$ cat config.mk
export PLATFORM = sky130hd
export DESIGN_NAME = des_key_schedule
export DESIGN_NICKNAME = d
export VERILOG_FILES = /design/src/rtl/des_key_schedule.sv
export SDC_FILE = /design/constraint.sdc
export NUM_CORES = 1
export LEC_CHECK = 0
export BUFFER_PORTS_ARGS = -buffer_cell sky130_fd_sc_hd__buf_2
export CAP_MARGIN = 5
export CORE_UTILIZATION = 40
export CTS_BUF_LIST = sky130_fd_sc_hd__clkbuf_8
export DETAILED_ROUTE_END_ITERATION = 10
export MAX_ROUTING_LAYER = met4
export PLACE_DENSITY = 0.77
export SETUP_SLACK_MARGIN = 0.1
export SYNTH_ARGS = -nofsm -noshare
export SYNTH_HDL_FRONTEND = slang
export SYNTH_SLANG_ARGS = --single-unit
$ cat constraint.sdc
create_clock -name clk -period 4.57 [get_ports clk]
set_input_delay 0.914 -clock clk [delete_from_list [all_inputs] [get_ports clk]]
set_output_delay 0.914 -clock clk [all_outputs]
set_load 0.02 [all_outputs]
$ cat src/rtl/des_key_schedule.sv
// DES key schedule: PC-1 load, then one rotated C||D value per round.
// Define KEYSCHED_DECRYPT_EN to enable reverse (decrypt) ordering.
module des_key_schedule #(
  parameter int NUM_ROUNDS = 16
) (
  input  logic        clk,
  input  logic        rst_n,
  input  logic        start,
  input  logic        decrypt,
  input  logic [63:0] key64,
  output logic        cd_valid,
  input  logic        cd_ready,
  output logic [55:0] cd56,
  output logic [3:0]  round,
  output logic        busy,
  output logic        done
);

  typedef enum logic [1:0] {
    IDLE = 2'd0,
    RUN  = 2'd1,
    DONE = 2'd2
  } state_e;

  localparam logic [3:0] LAST = 4'(NUM_ROUNDS - 1);

  // key64 bit index for each C||D bit (C1 first); key bit n is key64[64-n]
  localparam logic [5:0] PC1_IDX [56] = '{
    6'd7,  6'd15, 6'd23, 6'd31, 6'd39, 6'd47, 6'd55,
    6'd63, 6'd6,  6'd14, 6'd22, 6'd30, 6'd38, 6'd46,
    6'd54, 6'd62, 6'd5,  6'd13, 6'd21, 6'd29, 6'd37,
    6'd45, 6'd53, 6'd61, 6'd4,  6'd12, 6'd20, 6'd28,
    6'd1,  6'd9,  6'd17, 6'd25, 6'd33, 6'd41, 6'd49,
    6'd57, 6'd2,  6'd10, 6'd18, 6'd26, 6'd34, 6'd42,
    6'd50, 6'd58, 6'd3,  6'd11, 6'd19, 6'd27, 6'd35,
    6'd43, 6'd51, 6'd59, 6'd36, 6'd44, 6'd52, 6'd60
  };

  state_e      state_q, state_d;
  logic [55:0] cd_q, cd_d;
  logic [3:0]  round_q, round_d;
  logic [55:0] pc1_w;
  logic [55:0] load_w;
  logic [55:0] rot_w;
  logic        unused_par;

  // Shift-schedule entry (0-based): 1 at 0,1,8,15, else 2
  function automatic logic sh2(input logic [3:0] i);
    return !(i == 4'd0 || i == 4'd1 || i == 4'd8 || i == 4'd15);
  endfunction

  // DES left rotation of both halves: new bit1 = old bit2
  function automatic logic [55:0] rol56(
    input logic [55:0] v,
    input logic        two
  );
    logic [27:0] c, d;
    c = v[27:0];
    d = v[55:28];
    if (two) begin
      c = {c[1:0], c[27:2]};
      d = {d[1:0], d[27:2]};
    end else begin
      c = {c[0], c[27:1]};
      d = {d[0], d[27:1]};
    end
    return {d, c};
  endfunction

  // Parity bits never reach PC-1
  assign unused_par = ^{key64[56], key64[48], key64[40],
                        key64[32], key64[24], key64[16],
                        key64[8],  key64[0]};

  // PC-1 permutation of the incoming key
  always_comb begin
    pc1_w = '0;
    for (int i = 0; i < 56; i++) begin
      pc1_w[i] = key64[PC1_IDX[i]];
    end
  end

`ifdef KEYSCHED_DECRYPT_EN
  logic dec_q, dec_d;

  // DES right rotation of both halves: new bit1 = old bit28
  function automatic logic [55:0] ror56(
    input logic [55:0] v,
    input logic        two
  );
    logic [27:0] c, d;
    c = v[27:0];
    d = v[55:28];
    if (two) begin
      c = {c[25:0], c[27:26]};
      d = {d[25:0], d[27:26]};
    end else begin
      c = {c[26:0], c[27]};
      d = {d[26:0], d[27]};
    end
    return {d, c};
  endfunction

  assign load_w = decrypt ? pc1_w : rol56(pc1_w, 1'b0);
  assign rot_w  = dec_q
                ? ror56(cd_q, sh2(4'd15 - round_q))
                : rol56(cd_q, sh2(round_q + 4'd1));

  // Direction latched at start acceptance
  always_ff @(posedge clk or negedge rst_n) begin
    if (!rst_n) begin
      dec_q <= 1'b0;
    end else begin
      dec_q <= dec_d;
    end
  end

  // Direction capture next-state
  always_comb begin
    dec_d = dec_q;
    if (state_q == IDLE && start) begin
      dec_d = decrypt;
    end
  end
`else
  logic unused_dec;

  assign unused_dec = decrypt;
  assign load_w     = rol56(pc1_w, 1'b0);
  assign rot_w      = rol56(cd_q, sh2(round_q + 4'd1));
`endif

  // State, value and round registers
  always_ff @(posedge clk or negedge rst_n) begin
    if (!rst_n) begin
      state_q <= IDLE;
      cd_q    <= '0;
      round_q <= '0;
    end else begin
      state_q <= state_d;
      cd_q    <= cd_d;
      round_q <= round_d;
    end
  end

  // Next-state: load on start, advance on each transfer
  always_comb begin
    state_d = state_q;
    cd_d    = cd_q;
    round_d = round_q;
    unique case (state_q)
      IDLE: begin
        if (start) begin
          state_d = RUN;
          cd_d    = load_w;
          round_d = '0;
        end
      end
      RUN: begin
        if (cd_ready) begin
          if (round_q == LAST) begin
            state_d = DONE;
          end else begin
            round_d = round_q + 4'd1;
            cd_d    = rot_w;
          end
        end
      end
      DONE: begin
        state_d = IDLE;
      end
      default: begin
        state_d = IDLE;
      end
    endcase
  end

  assign cd_valid = (state_q == RUN);
  assign busy     = (state_q != IDLE);
  assign done     = (state_q == DONE);
  assign cd56     = cd_q;
  assign round    = round_q;

endmodule

## Yosys cells after proc, flatten, opt, wreduce, memory -nomap -nowiden

Cells that the tools add are included.

- Add/sub/neg operators: 1
- Equality and inequality tests: 10
- Muxes and demuxes: 14
- Reduce and logical (&&, ||, !) cells: 9

Operator list:

| cell | count |
|---|---|
| two-way mux 56 bit | 3 |
| case mux 56 bit (2 select lines) | 1 |
| two-way mux 28 bit | 2 |
| equality test 4 bit, second input constant | 3 |
| two-way mux 4 bit | 3 |
| case mux 4 bit (2 select lines) | 1 |
| two-way mux 2 bit | 3 |
| adder 4 x 1 -> 4 bit, second input constant | 1 |
| equality test 4 x 1 -> 1 bit, second input constant | 1 |
| logical NOT 4 bit | 1 |
| inequality test 2 x 1 -> 1 bit, second input constant | 2 |
| inequality test 2 bit, second input constant | 2 |
| case mux 2 bit (2 select lines) | 1 |
| AND reduction 4 bit | 1 |
| nonzero test 2 bit | 2 |
| logical OR 1 bit | 3 |
| AND reduction 3 bit | 1 |
| equality test 2 x 1 -> 1 bit, second input constant | 1 |
| equality test 2 bit, second input constant | 1 |
| logical NOT 2 bit | 1 |

- Register bits: 62
- Bits of input ports: 69
- Word-level logic and storage cells: 37

## Longest topological paths before layout

Gate-level depths: netlist (run 1).

- Word-level depth: 9
- Mapped depth: 8
- Mapped depth without buffers: 6

## Least setup slack after synthesis (run 1)

OpenSTA, ideal clock, no wires.

- Path type: in2reg
- Start point: in start
- End point: reg cd_q[16], in the netlist cd56[16]
- Setup time: 126 ps
- Arrival: 2169 ps
- Setup slack: 2275 ps
- Stages on the path: 5
- Buffers on the path: 1
- Path through: or3b_2 -> o21ai_2 -> clkbuf_1 -> o21ai_0 -> o32a_1

- Longest elaborated chain between the ends: 2

RTL lines:

| what | line | RTL |
|---|---|---|
| start, declared | 8 | `input logic start,` |
| inequality test 2 bit (no line) | - |  |
| AND reduction 4 bit (no line) | - |  |
| end signal, assigned | 137 | `cd_q <= '0;` |
| end signal, assigned | 141 | `cd_q <= cd_d;` |
| end, declared | 40 | `logic [55:0] cd_q, cd_d;` |

No other way between the ends.
A chain may end at the register's enable or synchronous reset.

## Final worst setup path (run 1)

- Start point: reg state_q[0]
- End point: out cd_valid

- Longest elaborated chain between the ends: 1

RTL lines:

| what | line | RTL |
|---|---|---|
| start, declared | 39 | `state_e state_q, state_d;` |
| start signal, assigned | 140 | `state_q <= state_d;` |
| equality test 2 x 1 -> 1 bit | 178 | `assign cd_valid = (state_q == RUN);` |
| end, declared | 11 | `output logic cd_valid,` |

No other way between the ends.

==> flow_summary_export.csv, run 1 <==
group,metric,value,unit
status,outcome,"finished, final reports clean",
detailed_routing,drtIter0Drc,231,
clock_network,htreeDepth,3,
layout,antenna_cells,0,
yosys,synth_top_family_by_area,"compound AO/OA/AOI/OAI gates",
detailed_routing,drt_first_pass_iters,4,
grt,antenna_found_initial,0,
floorplanning,die_w,101,µm
yosys,yosys.area_share.simple,15.0,%
floorplanning,fp.coreArea,0.00937,mm²
timing,worst_slew_pin_slew,1.11,ns
setup_path,endpoint_kind,"output pin",
layout,syn_to_final_growth,20.2,%
setup_path,critPathMaxStageDelay,0.97,ns
layout,final-seq-area,0.00155,mm²
flow_run,maxCapViolations,0,
floorplanning,die_h,101,µm
timing,worst_hold_slack,0.520,ns
timing,setup_tns,0,ns
setup_path,start_kind,"register",
yosys,synth_nets,557,
setup_path,arrival,2.39,ns
detailed_routing,wl_per_cell,15.3,µm
floorplanning,rows,35,
grt,grt_start_max_net_pins,65,
worst_hold_path,holdPathEnd,"cd56[53]$_DFFE_PN0P_",
clock_network,cts_buffers,9,
power,seqPwrFrac,31.0,%
grt,grt_pass1_vias,3650,
layout,drive_gt1_share,26.6,%
setup_path,r2r-start,"state_q[0]$_DFFE_PN0P_",
yosys,synthTopCellsByArea,"dfrtp_1 40%, o32a_1 14%, o21ai_0 7.5%, a21oi_1 7.3%, nor3_1 7.3%",
yosys,muxShareOfSynthArea,0.255,%
detailed_routing,dr_total_vias,4016,
power,p_leak,0.00225,µW
yosys,yosys.area_share.adder,0.957,%
yosys,yosys.area.top_type,"dfrtp_1",
power,peakVddDrop,392,µV
clock_network,path_clk_slew,0.07,ns
power,internal_power,1850,µW
yosys,yosys_warnings,0,
placement,pre_cts_slack,1.60,ns
setup_path,critPathMaxFanout,61,
timing,fin_crit_sh,72.2,%
setup_path,timing.critical_path.buf_inv,1,
yosys,yosys.area.top_type_share,39.6,%
clock_network,post_cts_buffers,0,
floorplanning,dieArea,0.0102,mm²
yosys,synth-xor-area-share,0.223,%
grt,grt.total_usage,22.0,%
clock_network,cts_sinks,62,
timing,final-hold-violation-count,0,
layout,multi_input_area,0.00189,mm²
yosys,synth_compound_area_share,30.9,%
setup_path,required,3.66,ns
yosys,syn_area_per_cell,8.09,µm²
clock_network,clock_path_buffers,2,
power,clkPwrFrac,15.6,%
timing,skew,0.00976,ns
setup_path,reg2regPathDepth,5,
detailed_routing,wirelength,10800,µm
power,sw_frac_of_total,47.3,%
timing,setup_viol,0,
floorplanning,pin_count,132,
floorplanning,initial_utilization,41.9,%
yosys,ys_seq_elements,62,
timing,max_freq,303,MHz
clock_network,cts_tree,"done",
clock_network,clk_latency,0.33,ns
timing,rsz0062_at_grt,"no",
layout,fillers,916,
detailed_routing,vias_per_cell,5.67,
power,powerDensity,743,mW/mm²
power,p_switching,1660,µW
timing,drv_slew,0,
clock_network,cts-root-buf,"clkbuf_8",
setup_path,ff2ff_setup_slack,1.68,ns
power,pwr-share-comb,53.3,%
setup_path,worst-setup-path-type,"reg2out",
clock_network,cts_resized,0,
setup_path,slowest_stage,"dfrtp_2",
timing,period_minus_slack,3.30,ns
grt,gr-total-overflow,0,
placement,io_buffers,122,
timing,slew_headroom,26.2,%
clock_network,hold_buffers,0,
yosys,ys_seq_area_share,39.6,%
setup_path,cp_cell_sequence,"nor2b_4, buf_2",
setup_path,crit_family,"flip-flops",
yosys,synth.distinct_cells,29,
yosys,netlist_instances,485,
timing,setup_ws,1.27,ns
yosys,syn-cell-area,0.00392,mm²
worst_hold_path,worstHoldPathCells,1,
detailed_routing,drc,0,
setup_path,worstReg2RegEnd,"round[2]$_DFFE_PN0P_",
grt,grt_pass1_wl,17300,µm
layout,fin_nets,647,
placement,place_congestion,0.792,
worst_hold_path,hp-class,"reg2reg",
placement,hpwl,6690,µm
detailed_routing,ant_nets,0,
worst_hold_path,min_from,"cd56[53]$_DFFE_PN0P_",
-- layout by cell type, fill, tap and decap left out --
master | synthesis | final
buf_2 | 7 | 122
inv_1 | 61 | 61
dfrtp_1 | 62 | 61
o21ai_0 | 59 | 59
a21oi_1 | 57 | 57
nor3_1 | 57 | 57
nand2_1 | 56 | 56
o32a_1 | 56 | 56
clkbuf_8 | 0 | 11
buf_4 | 2 | 7
nand3_1 | 5 | 5
ha_1 | 3 | 3
o21ai_4 | 0 | 2
a21o_1 | 2 | 2
clkinv_2 | 0 | 2
bufinv_16 | 0 | 2
nor2b_4 | 0 | 1
or2_2 | 1 | 1
nor2b_1 | 2 | 1
a21boi_0 | 1 | 1
and3b_1 | 1 | 1
o211ai_4 | 0 | 1
or4b_4 | 1 | 1
o21a_2 | 0 | 1
o211a_2 | 0 | 1
and3_1 | 1 | 1
nand3b_1 | 1 | 1
or3b_2 | 1 | 1
mux2i_1 | 1 | 1
nor2_1 | 1 | 1
xor2_1 | 1 | 1
dfrtp_2 | 0 | 1
-- kinds of logic after synthesis --
logic type      Yosys count
compound gates          180
xor+xnor                  1
fa+ha+maj                 3
buf+inv                 111
flops                    62
mux                       1
simple gates            127
-- power groups by stage --
| stage | Combinational (µW) | Clock (µW) | Sequential [µW] |
|---|---|---|---|
| after floorplan | 1170 | 0 | 1340 |
| after global placement | 1830 | 0 | 1080 |
| after detailed placement | 1870 | 0 | 1090 |
| after CTS | 1870 | 560 | 1080 |
| after global routing | 2040 | 587 | 1120 |
| final | 1870 | 548 | 1090 |
-- cell type report --
class | count | share of cell area (%)
multi-input cells | 312 | 40.0
flip-flops and latches | 62 | 32.9
repair buffers | 129 | 14.1
inverters | 61 | 4.86
well taps | 129 | 3.42
clock buffers | 11 | 3.21
clock inverters | 4 | 1.49
-- worst max path at each step --
stage,start,endpoint,slack [ns],depth (start not counted)
finish,state_q[0]$_DFFE_PN0P_,cd_valid,1.27,2
global route,state_q[0]$_DFFE_PN0P_,cd_valid,1.10,2
CTS,state_q[0]$_DFFE_PN0P_,cd_valid,1.24,2
detailed placement,state_q[0]$_DFFE_PN0P_,cd_valid,1.60,2
global placement,state_q[0]$_DFFE_PN0P_,cd_valid,1.66,2
floorplan,start,cd56[16]$_DFFE_PN0P_,2.27,5
-- synthesized netlist by cell type, drive strengths merged --
library cell  number
and3               1
nor2b              2
nand2             56
ha                 3
o32a              56
o211ai             1
buf               20
inv               61
mux2i              1
dfrtp             62
or3b               1
or4b               1
xor2               1
clkbuf            30
nor2               1
o21ai             61
nand3b             1
a21oi             57
a21o               2
or2                1
o21a               1
o211a              1
a21boi             1
nor3              57
and3b              1
nand3              5
-- metal layers --
layer  global-route usage (%)  vias up  routed length (µm)
li1                         -     1915                   -
met2                     34.7      181                5010
met5                        -        -                   0
met1                     28.5     1902                4880
met3                     3.26       18                 765
met4                     9.03        0                 159
-- stage by stage --
step	util, %	area (µm²)	total power, µW	cells
6_report	50.3	4720	3500	708
5_1_grt	50.3	4720	3750	708
4_1_cts	50.3	4720	3520	708
3_5_place_dp	48.0	4490	2960	693
3_3_place_gp	48.0	4490	2910	693
2_1_floorplan	-	3920	2510	485
-- flip-flops by register name, indices dropped and copies added (netlist names) --
register / count
cd56: 56
round: 4
state_q: 2
(Power assumes the default switching activity.)
==> run 2, diff against run 1 <==
--- a/config.mk
+++ b/config.mk
@@ -11,7 +11,7 @@
 export CTS_BUF_LIST = sky130_fd_sc_hd__clkbuf_8
 export DETAILED_ROUTE_END_ITERATION = 10
 export MAX_ROUTING_LAYER = met4
-export PLACE_DENSITY = 0.77
+export PLACE_DENSITY = 0.79
 export SETUP_SLACK_MARGIN = 0.1
 export SYNTH_ARGS = -nofsm -noshare
 export SYNTH_HDL_FRONTEND = slang
==> constraint.sdc (replaced) <==
create_clock -name clk -period 2.7 [get_ports clk]
set_input_delay 0.54 -clock clk [delete_from_list [all_inputs] [get_ports clk]]
set_output_delay 0.54 -clock clk [all_outputs]
set_load 0.02 [all_outputs]
==> flow_summary_export.csv, run 2 (synthesis results as in run 1) <==
group,metric,value,unit
setup_path,crit_family,"compound AO/OA/AOI/OAI gates",
grt,antenna_found_initial,0,
power,p_leak,0.00228,µW
timing,final-hold-violation-count,0,
power,powerDensity,1230,mW/mm²
clock_network,htreeDepth,3,
flow_run,maxCapViolations,0,
setup_path,r2r-start,"round[3]$_DFFE_PN0P_",
setup_path,cp_cell_sequence,"a21boi_0, o211a_2, buf_12, nor3_1, o32a_1",
setup_path,critPathMaxFanout,26,
floorplanning,dieArea,0.0102,mm²
detailed_routing,wirelength,10700,µm
timing,drv_slew,0,
detailed_routing,vias_per_cell,5.59,
grt,grt_pass1_vias,3842,
setup_path,worstReg2RegEnd,"cd56[52]$_DFFE_PN0P_",
layout,syn_to_final_growth,22.4,%
setup_path,critPathMaxStageDelay,0.55,ns
clock_network,cts_sinks,62,
clock_network,path_clk_slew,0.07,ns
clock_network,cts-root-buf,"clkbuf_8",
detailed_routing,wl_per_cell,15.0,µm
layout,antenna_cells,0,
setup_path,reg2regPathDepth,5,
detailed_routing,ant_nets,0,
detailed_routing,dr_total_vias,3980,
grt,grt_start_max_net_pins,112,
detailed_routing,drc,0,
setup_path,required,2.91,ns
timing,fin_crit_sh,84.2,%
setup_path,slowest_stage,"o211a_2",
grt,grt.total_usage,22.5,%
clock_network,cts_resized,0,
clock_network,cts_tree,"done",
setup_path,ff2ff_setup_slack,0.43,ns
timing,max_freq,440,MHz
status,outcome,"finished, final reports clean",
clock_network,clk_latency,0.34,ns
floorplanning,fp.coreArea,0.00937,mm²
floorplanning,initial_utilization,41.9,%
setup_path,startpoint,"round[3]$_DFFE_PN0P_",
grt,grt_pass1_wl,17900,µm
setup_path,endpoint_kind,"register",
timing,slew_headroom,52.5,%
clock_network,hold_buffers,0,
setup_path,start_kind,"register",
timing,skew,0.0101,ns
grt,gr-total-overflow,0,
timing,worst_slew_pin_slew,0.713,ns
clock_network,post_cts_buffers,0,
floorplanning,die_h,101,µm
power,p_total,5930,µW
timing,setup_tns,0,ns
layout,layout_commonest_cell,"buf_2",
setup_path,timing.critical_path.buf_inv,1,
placement,hpwl,6870,µm
setup_path,worst-setup-path-type,"reg2reg",
setup_path,arrival,2.49,ns
floorplanning,rows,35,
detailed_routing,drtIter0Drc,260,
timing,rsz0062_at_grt,"no",
clock_network,cts_buffers,9,
setup_path,cp-endpoint,"cd56[52]$_DFFE_PN0P_",
layout,final_cell_mix,"122 x buf_2, 62 x inv_1, 61 x dfrtp_1",
timing,setup_viol,0,
clock_network,clock_path_buffers,2,
floorplanning,pin_count,132,
layout,fin_nets,651,
floorplanning,die_w,101,µm
placement,place_congestion,0.780,
layout,drive_gt1_share,26.9,%
detailed_routing,drt_first_pass_iters,7,
setup_path,crit_cells,5,
placement,io_buffers,122,
worst_hold_path,hp-class,"in2async",
layout,largest_register_ffs,56,
timing,period_minus_slack,2.27,ns
power,peakVddDrop,673,µV
## run 2: cell count changes in the layout (fill, tap and decap cells not counted)
cell and change:
buf_12 +7, bufinv_16 -1, inv_1 +1, clkinvlp_4 +1, buf_4 -3, clkbuf_8 -1
## run 2: how the worst min path moves through the flow
| stage | startpoint | endpoint | slack (ns) | depth (start not counted) |
|---|---|---|---|---|
| floorplan | rst_n | cd56[0]$_DFFE_PN0P_ | 0.24 | 0 |
| detailed placement | cd56[43]$_DFFE_PN0P_ | cd56[43]$_DFFE_PN0P_ | 0.51 | 1 |
| global placement | cd56[1]$_DFFE_PN0P_ | cd56[1]$_DFFE_PN0P_ | 0.50 | 1 |
| global route | rst_n | cd56[11]$_DFFE_PN0P_ | 0.30 | 1 |
| finish | rst_n | cd56[11]$_DFFE_PN0P_ | 0.25 | 1 |
| CTS | rst_n | cd56[11]$_DFFE_PN0P_ | 0.26 | 1 |
## run 2: worst reg2reg max path, cell delays in order, from the launching register on
cell and delay [ns]:
dfrtp_1 0.49, a21boi_0 0.44, o211a_2 0.55, buf_12 0.24
nor3_1 0.09, o32a_1 0.34
## run 2: where the power goes
part | total (µW) | internal [µW] | switching [µW]
Clock | 808 | 440 | 368
Sequential | 1800 | 1380 | 418
Combinational | 3320 | 1280 | 2040
Total | 5930 | 3100 | 2830
## run 2: final cells by class
class / count / area, µm²
Clock buffer: 10 / 138
Clock inverter: 5 / 51.3
Fill cell: 972 / 4570
Inverter: 61 / 229
Multi-Input combinational cell: 312 / 1890
Sequential cell: 62 / 1550
Tap cell: 129 / 161
Timing Repair Buffer: 133 / 781
## run 2: metal layers
layer / routed length (µm) / vias up / global-route usage (%)
li1: - / 1915 / -
met1: 4740 / 1887 / 28.5
met2: 5110 / 165 / 36.5
met3: 673 / 13 / 3.74
met4: 148 / 0 / 7.92
met5: 0 / - / -
## run 2: stage by stage
stage / cells / util, % / area (µm²) / setup slack (ns) / hold slack, ns
final: 712 / 51.2 / 4800 / 0.428 / 0.251
after global routing: 712 / 51.2 / 4800 / 0.290 / 0.304
after CTS: 712 / 51.2 / 4800 / 0.432 / 0.264
after detailed placement: 697 / 49.2 / 4610 / 0.452 / 0.514
after global placement: 697 / 49.2 / 4610 / 0.500 / 0.504
after floorplan: 485 / - / 3920 / 0.601 / 0.244
